===== config.mk =====
export PLATFORM = sky130hd
export DESIGN_NAME = spi_slave_rx
export DESIGN_NICKNAME = d
export VERILOG_FILES = /design/src/rtl/spi_slave_rx.sv
export SDC_FILE = /design/constraint.sdc
export NUM_CORES = 1
export LEC_CHECK = 0
export CORE_MARGIN = 2
export CORE_UTILIZATION = 56
export CTS_CLUSTER_SIZE = 40
export DETAILED_ROUTE_END_ITERATION = 7
export PLACE_DENSITY = 0.81
export SLEW_MARGIN = 10
export SYNTH_ARGS = -nofsm -noshare
export SYNTH_HDL_FRONTEND = slang
export SYNTH_SLANG_ARGS = --single-unit

===== constraint.sdc =====
create_clock -name i_sys_clk -period 3.8 [get_ports i_sys_clk]
set_input_delay 0.38 -clock i_sys_clk [delete_from_list [all_inputs] [get_ports i_sys_clk]]
set_output_delay 0.38 -clock i_sys_clk [all_outputs]
set_load 0.02 [all_outputs]

===== src/rtl/spi_slave_rx.sv =====
// SPI slave, modes 0-3: MOSI deserialiser plus a one-word buffered MISO serialiser.
// Latency: SCLK/SS edge acts 3 i_sys_clk later; o_tx_ready stays low while the TX buffer is full.
module spi_slave_rx #(
  parameter int DATA_SIZE = 16
) (
  input  logic                 i_sys_clk,
  input  logic                 i_sys_rst,
  input  logic                 i_cpol,
  input  logic                 i_cpha,
  input  logic                 i_sclk,
  input  logic                 i_ss_n,
  input  logic                 i_mosi,
  output logic                 o_miso,
  output logic                 o_miso_oe,
  input  logic [DATA_SIZE-1:0] i_tx_data,
  input  logic                 i_tx_valid,
  output logic                 o_tx_ready,
  output logic [DATA_SIZE-1:0] o_rx_data,
  output logic                 o_rx_valid,
  output logic                 o_tx_underrun,
  output logic                 o_frame_abort,
  output logic                 o_busy
);

  localparam int CNT_W = $clog2(DATA_SIZE + 1);
  localparam logic [CNT_W-1:0] LAST_BIT = CNT_W'(DATA_SIZE - 1);

  typedef enum logic {IDLE, ACTIVE} state_t;
  state_t state_q, state_d;

  logic sclk_s1, sclk_s2, sclk_s3;
  logic ss_s1, ss_s2, ss_s3;
  logic mosi_s1, mosi_s2;

  logic sclk_rise, sclk_fall, ss_fall, ss_rise;
  logic lead_edge, trail_edge, sample_edge, shift_edge;
  logic frame_start, frame_end, sample_en, shift_en;
  logic tx_load, tx_wr;

  logic                 cpol_q, cpha_q;
  logic [CNT_W-1:0]     bit_cnt;
  logic                 load_pending;
  logic [DATA_SIZE-1:0] rx_shift, tx_shift, tx_buf, rx_data_q;
  logic                 tx_empty_q, rx_valid_q, underrun_q, abort_q;

  // SS flops reset low so an SS still held low at reset release cannot look like a new frame.
  always_ff @(posedge i_sys_clk or posedge i_sys_rst) begin
    if (i_sys_rst) begin
      sclk_s1 <= 1'b0;
      sclk_s2 <= 1'b0;
      sclk_s3 <= 1'b0;
      ss_s1   <= 1'b0;
      ss_s2   <= 1'b0;
      ss_s3   <= 1'b0;
      mosi_s1 <= 1'b0;
      mosi_s2 <= 1'b0;
    end else begin
      sclk_s1 <= i_sclk;
      sclk_s2 <= sclk_s1;
      sclk_s3 <= sclk_s2;
      ss_s1   <= i_ss_n;
      ss_s2   <= ss_s1;
      ss_s3   <= ss_s2;
      mosi_s1 <= i_mosi;
      mosi_s2 <= mosi_s1;
    end
  end

  assign sclk_rise   = sclk_s2 & ~sclk_s3;
  assign sclk_fall   = ~sclk_s2 & sclk_s3;
  assign ss_fall     = ~ss_s2 & ss_s3;
  assign ss_rise     = ss_s2 & ~ss_s3;
  assign lead_edge   = cpol_q ? sclk_fall : sclk_rise;
  assign trail_edge  = cpol_q ? sclk_rise : sclk_fall;
  assign sample_edge = cpha_q ? trail_edge : lead_edge;
  assign shift_edge  = cpha_q ? lead_edge : trail_edge;

  always_ff @(posedge i_sys_clk or posedge i_sys_rst) begin
    if (i_sys_rst) state_q <= IDLE;
    else           state_q <= state_d;
  end

  always_comb begin
    state_d     = state_q;
    frame_start = 1'b0;
    frame_end   = 1'b0;
    sample_en   = 1'b0;
    shift_en    = 1'b0;
    case (state_q)
      IDLE: begin
        if (ss_fall) begin
          state_d     = ACTIVE;
          frame_start = 1'b1;
        end
      end
      ACTIVE: begin
        if (ss_rise) begin
          state_d   = IDLE;
          frame_end = 1'b1;
        end else begin
          sample_en = sample_edge;
          shift_en  = shift_edge;
        end
      end
      default: state_d = IDLE;
    endcase
  end

  assign tx_load = frame_start | (shift_en & load_pending);
  assign tx_wr   = i_tx_valid & tx_empty_q;

  always_ff @(posedge i_sys_clk or posedge i_sys_rst) begin
    if (i_sys_rst) begin
      cpol_q       <= 1'b0;
      cpha_q       <= 1'b0;
      bit_cnt      <= '0;
      load_pending <= 1'b0;
      rx_shift     <= '0;
      tx_shift     <= '0;
      tx_buf       <= '0;
      rx_data_q    <= '0;
      tx_empty_q   <= 1'b1;
      rx_valid_q   <= 1'b0;
      underrun_q   <= 1'b0;
      abort_q      <= 1'b0;
    end else begin
      rx_valid_q <= 1'b0;
      underrun_q <= 1'b0;
      abort_q    <= 1'b0;

      if (frame_start) begin
        cpol_q       <= i_cpol;
        cpha_q       <= i_cpha;
        bit_cnt      <= '0;
        load_pending <= 1'b0;
      end

      if (frame_end) begin
        abort_q      <= (bit_cnt != '0);
        bit_cnt      <= '0;
        load_pending <= 1'b0;
      end

      if (sample_en) begin
        rx_shift <= {rx_shift[DATA_SIZE-2:0], mosi_s2};
        if (bit_cnt == LAST_BIT) begin
          rx_data_q    <= {rx_shift[DATA_SIZE-2:0], mosi_s2};
          rx_valid_q   <= 1'b1;
          bit_cnt      <= '0;
          load_pending <= 1'b1;
        end else begin
          bit_cnt <= bit_cnt + 1'b1;
        end
      end

      // A load in the same cycle as a write sees the buffer empty; the write lands below.
      if (tx_load) begin
        load_pending <= 1'b0;
        tx_empty_q   <= 1'b1;
        if (tx_empty_q) begin
          tx_shift   <= '0;
          underrun_q <= 1'b1;
        end else begin
          tx_shift <= tx_buf;
        end
      end else if (shift_en && bit_cnt != '0) begin
        tx_shift <= {tx_shift[DATA_SIZE-2:0], 1'b0};
      end

      if (tx_wr) begin
        tx_buf     <= i_tx_data;
        tx_empty_q <= 1'b0;
      end
    end
  end

  assign o_busy        = (state_q == ACTIVE);
  assign o_miso_oe     = (state_q == ACTIVE);
  assign o_miso        = (state_q == ACTIVE) & tx_shift[DATA_SIZE-1];
  assign o_tx_ready    = tx_empty_q;
  assign o_rx_data     = rx_data_q;
  assign o_rx_valid    = rx_valid_q;
  assign o_tx_underrun = underrun_q;
  assign o_frame_abort = abort_q;

endmodule


== Word-level counts from Yosys, hierarchy flattened ==
Cells that the tools add are included.
Cells by class
  add/subtract/negate cells: 1
  eq/ne operators: 1
  muxes and demuxes: 33
  bitwise logic cells: 13
  reduce and logical (&&, ||, !) cells: 6
Operator list (count)
  16-bit two-way mux: 3
  1-bit two-way mux: 25
  5-bit two-way mux: 4
  1-bit bitwise AND: 7
  5-bit by 1-bit adder with 5-bit output (second input constant): 1
  5-bit by 4-bit equality test with 1-bit output (second input constant): 1
  1-bit inverter: 5
  5-bit nonzero test: 1
  2-bit nonzero test: 2
  3-bit nonzero test: 1
  1-bit one-hot mux with 2 select lines: 1
  2-bit AND reduction: 1
  1-bit logical AND: 1
  1-bit bitwise OR: 1
Storage, ports and cells
  bits in registers: 84
  bits of input ports: 24
  output and inout bits: 23
  logic and storage cells: 75

== Depth between registers and ports, before layout ==
  word-level depth: 10
  depth in mapped cells: 7
  mapped depth without buffers: 6

== Worst setup path after synthesis ==
No wires, ideal clock.
  path kind: register -> register
  start: register bit_cnt[1]
  end: register rx_data_q[0], in the netlist o_rx_data[0]
  setup time: 0.125 ns
  arrival time: 1.821 ns
  data required time: 3.675 ns
  slack: 1.855 ns
  cell stages (with the launch flop): 7
  buffers on the path: 1
  cells stage by stage: dfrtp_1 > ha_1 > nand3_1 > or2_2 > nor3_4 > buf_6 > mux2_2
Between the ends
  word-level cells in the longest chain between the ends: 2
Ends and longest elaborated chain
  start: declaration: RTL line 41  | logic [CNT_W-1:0] bit_cnt;
  start signal: assignment: RTL line 152  | bit_cnt <= bit_cnt + 1'b1;
  5-bit by 4-bit equality test with 1-bit output: RTL line 146  | if (bit_cnt == LAST_BIT) begin
  2-bit AND reduction (no source line)
  end signal: assignment: RTL line 147  | rx_data_q <= {rx_shift[DATA_SIZE-2:0], mosi_s2};
  end: declaration: RTL line 43  | logic [DATA_SIZE-1:0] rx_shift, tx_shift, tx_buf, rx_data_q;
Every way passes these cells.
A chain may end at the register's enable or synchronous reset.

== Worst setup path after layout ==
  start: register bit_cnt[1]
  end: register rx_data_q[10], in the netlist o_rx_data[10]
Same word-level chain as after synthesis.

==> reports/qor.csv <==
metric,value,unit
grt_pass1_vias,2034,
dp.cells,356,
end_kind,flop,
final.setup.tns,0,ns
syn_area,3490,µm²
ios,47,
period_minus_slack,2.28,ns
cts_made_buffers,9,
instances_no_fill,372,
period_share,60.1,%
fmax,438,MHz
drive_above_1_share,24.9,%
ir_drop,384,µV
synth_top_flop_cell,dfrtp_1,
crit_type,reg2reg,
yosys_warnings,0,
ant_nets,0,
diodes,0,
cts-resized-gates,0,
syn-num-nets,268,
overflow,0,
rsz0062_at_grt,no,
area_growth,19.6,%
cts_tree,built,
timing.clock.skew,0.0113,ns
path_cells,"ha_1, nand3_1, or2_2, nor3_4, mux2_2",
outcome,finished clean,
rows,28,
reg2reg_slack,1.52,ns
clk_pin_slew,0.09,ns
fp.dieH,82.9,µm
drt_iter0_drc,100,
seq_area_frac_synth,60.3,%
cts_htree_levels,3,
finalSetupViolCount,0,
leakage,1.83,nW
fill_cells,440,
fp.dieW,82.9,µm
ys_async_sr_fraction,100,%
crit_arrival,2.52,ns
hp-class,reg2reg,
drcViolationCount,0,
cts_setup_buffers,0,
netlist.top_cell.by_area,dfrtp_1,
p_clk_share,24.5,%
start_util,58.5,%
multiInputGateArea,1290,µm²
synth.avg_cell_area,14.4,µm²
final_hold_viol_count,0,
swShare,29.7,%
ctsHoldBuffers,0,
timing.final.max_slew_violations,0,
cp.required,4.04,ns
coreArea,5960,µm²
grt_use_total,18.0,%
seqPwrFrac,53.6,%
wl,5670,µm
post-synth-top-area-fraction,59.6,%
vias,1955,
critical-path-max-stage-delay,0.74,ns
power.density,570,nW/µm²
path_max_fanout,18,
synth_edf_count,0,
wl_per_cell,15.2,µm
drt-vias-per-instance,5.26,
cp_top_family,simple AND/OR/NAND/NOR gates,
max_cap_violations,0,
cts.sinks,84,
first_pass_iters,4,
dieArea,6870,µm²
synth.area.top_cells,"dfrtp_1 (60%), mux2_2 (16%), mux2i_1 (10%)",
grt_pass1_wl,9760,µm
combPwrFrac,21.9,%
ff_latch_area,2100,µm²
synth_most_common_cell,dfrtp_1,
grt_max_degree,46,
synthCells,242,
yosysUniqueCellTypes,32,
slew_headroom,30.5,%
antenna_found_initial,0,
worstMarginPinSlew,1.04,ns
clk_latency,0.36,ns
clock-root-buffer,clkbuf_8,
hpwl,3720,µm
intPower,0.00167,W
cts_buffer_depth,2,
start_kind,flop,
synth_common_cells,"dfrtp_1 (83), mux2_2 (48), mux2i_1 (35)",
critPathBufInv,0,
portBuffers,46,
netSwitchingPower,0.000706,W
fin_nets,318,
place_congestion,0.848,
ys_ff_latch,84,
cp_slowest_cell,nor3_4,
-- cell families after synthesis --
logic type / after synthesis / share of synthesized area [%]
compound gates: 9 / 1.58
xor+xnor: 1 / 0.467
fa+ha+maj: 3 / 1.00
buf+inv: 15 / 2.66
flops: 84 / 60.3
mux: 85 / 26.3
simple gates: 45 / 7.68
-- registers in the layout, summed over array words and instances, names as in the netlist, 5 cells and up --
signal	flops
tx_buf	16
tx_shift	16
o_rx_data	16
bit_cnt	5
rx_shift	15
-- layout by cell type (no fill, tap or decap), types with 2 or more instances in the layout --
cell	n
clkdlybuf4s50_1	46
nand3_1	3
dfrtp_1	83
nand2b_1	18
inv_1	4
clkinv_2	2
nor2_1	6
buf_4	3
nor2b_1	3
nand2_1	7
clkbuf_8	9
mux2_2	48
ha_1	2
nor3_4	2
o21ai_0	3
and2_1	2
mux2i_1	35
inv_6	4
-- power by group through the flow --
stage / logic [W] / registers (W) / clock network, W
after floorplan: 0.000426 / 0.00124 / 0
after global placement: 0.000503 / 0.00128 / 0
after detailed placement: 0.000524 / 0.00129 / 0
after CTS: 0.000530 / 0.00127 / 0.000599
after global routing: 0.000581 / 0.00130 / 0.000638
final: 0.000520 / 0.00127 / 0.000582
-- per-layer routing --
layer	routed length (µm)	track usage, %	up-vias	part of all wire [%]
li1	-	-	930	-
met1	2610	24.2	980	46
met2	2710	27.3	36	48
met3	242	5.77	9	4.3
met4	100	7.30	0	1.8
met5	0	0	-	0
-- final timing paths --
path / from / endpoint / cells past startpoint
worst max-delay path: bit_cnt[1] / o_rx_data[10] / 5
worst min-delay path: ss_s1 / ss_s2 / 0
worst max register to register: bit_cnt[1] / o_rx_data[10] / 5
worst min register to register: ss_s1 / ss_s2 / 0
max in group asynchronous: i_sys_rst / o_tx_ready / 3
min in group asynchronous: i_sys_rst / rx_shift[6] / 2
-- final cells by class --
cell class                      count  area share, %
Clock inverter                      7           1.35
Multi-Input combinational cell    143           30.9
Timing Repair Buffer               49           11.6
Tap cell                           75           2.25
Sequential cell                    84           50.4
Clock buffer                        9           2.97
Inverter                            5          0.480
-- metrics by stage --
| step | worst slack [ns] | power [W] | hold slack, ns | util (%) | area, µm² |
|---|---|---|---|---|---|
| 2_1_floorplan | 1.26 | 0.00166 | 0.331 | - | 3490 |
| 3_3_place_gp | 1.57 | 0.00178 | 0.334 | 67.0 | 3990 |
| 3_5_place_dp | 1.51 | 0.00182 | 0.339 | 67.0 | 3990 |
| 4_1_cts | 1.51 | 0.00240 | 0.359 | 70.0 | 4170 |
| 5_1_grt | 1.37 | 0.00252 | 0.363 | 70.0 | 4170 |
| 6_report | 1.52 | 0.00238 | 0.355 | 70.0 | 4170 |
(Power assumes the default switching activity.)
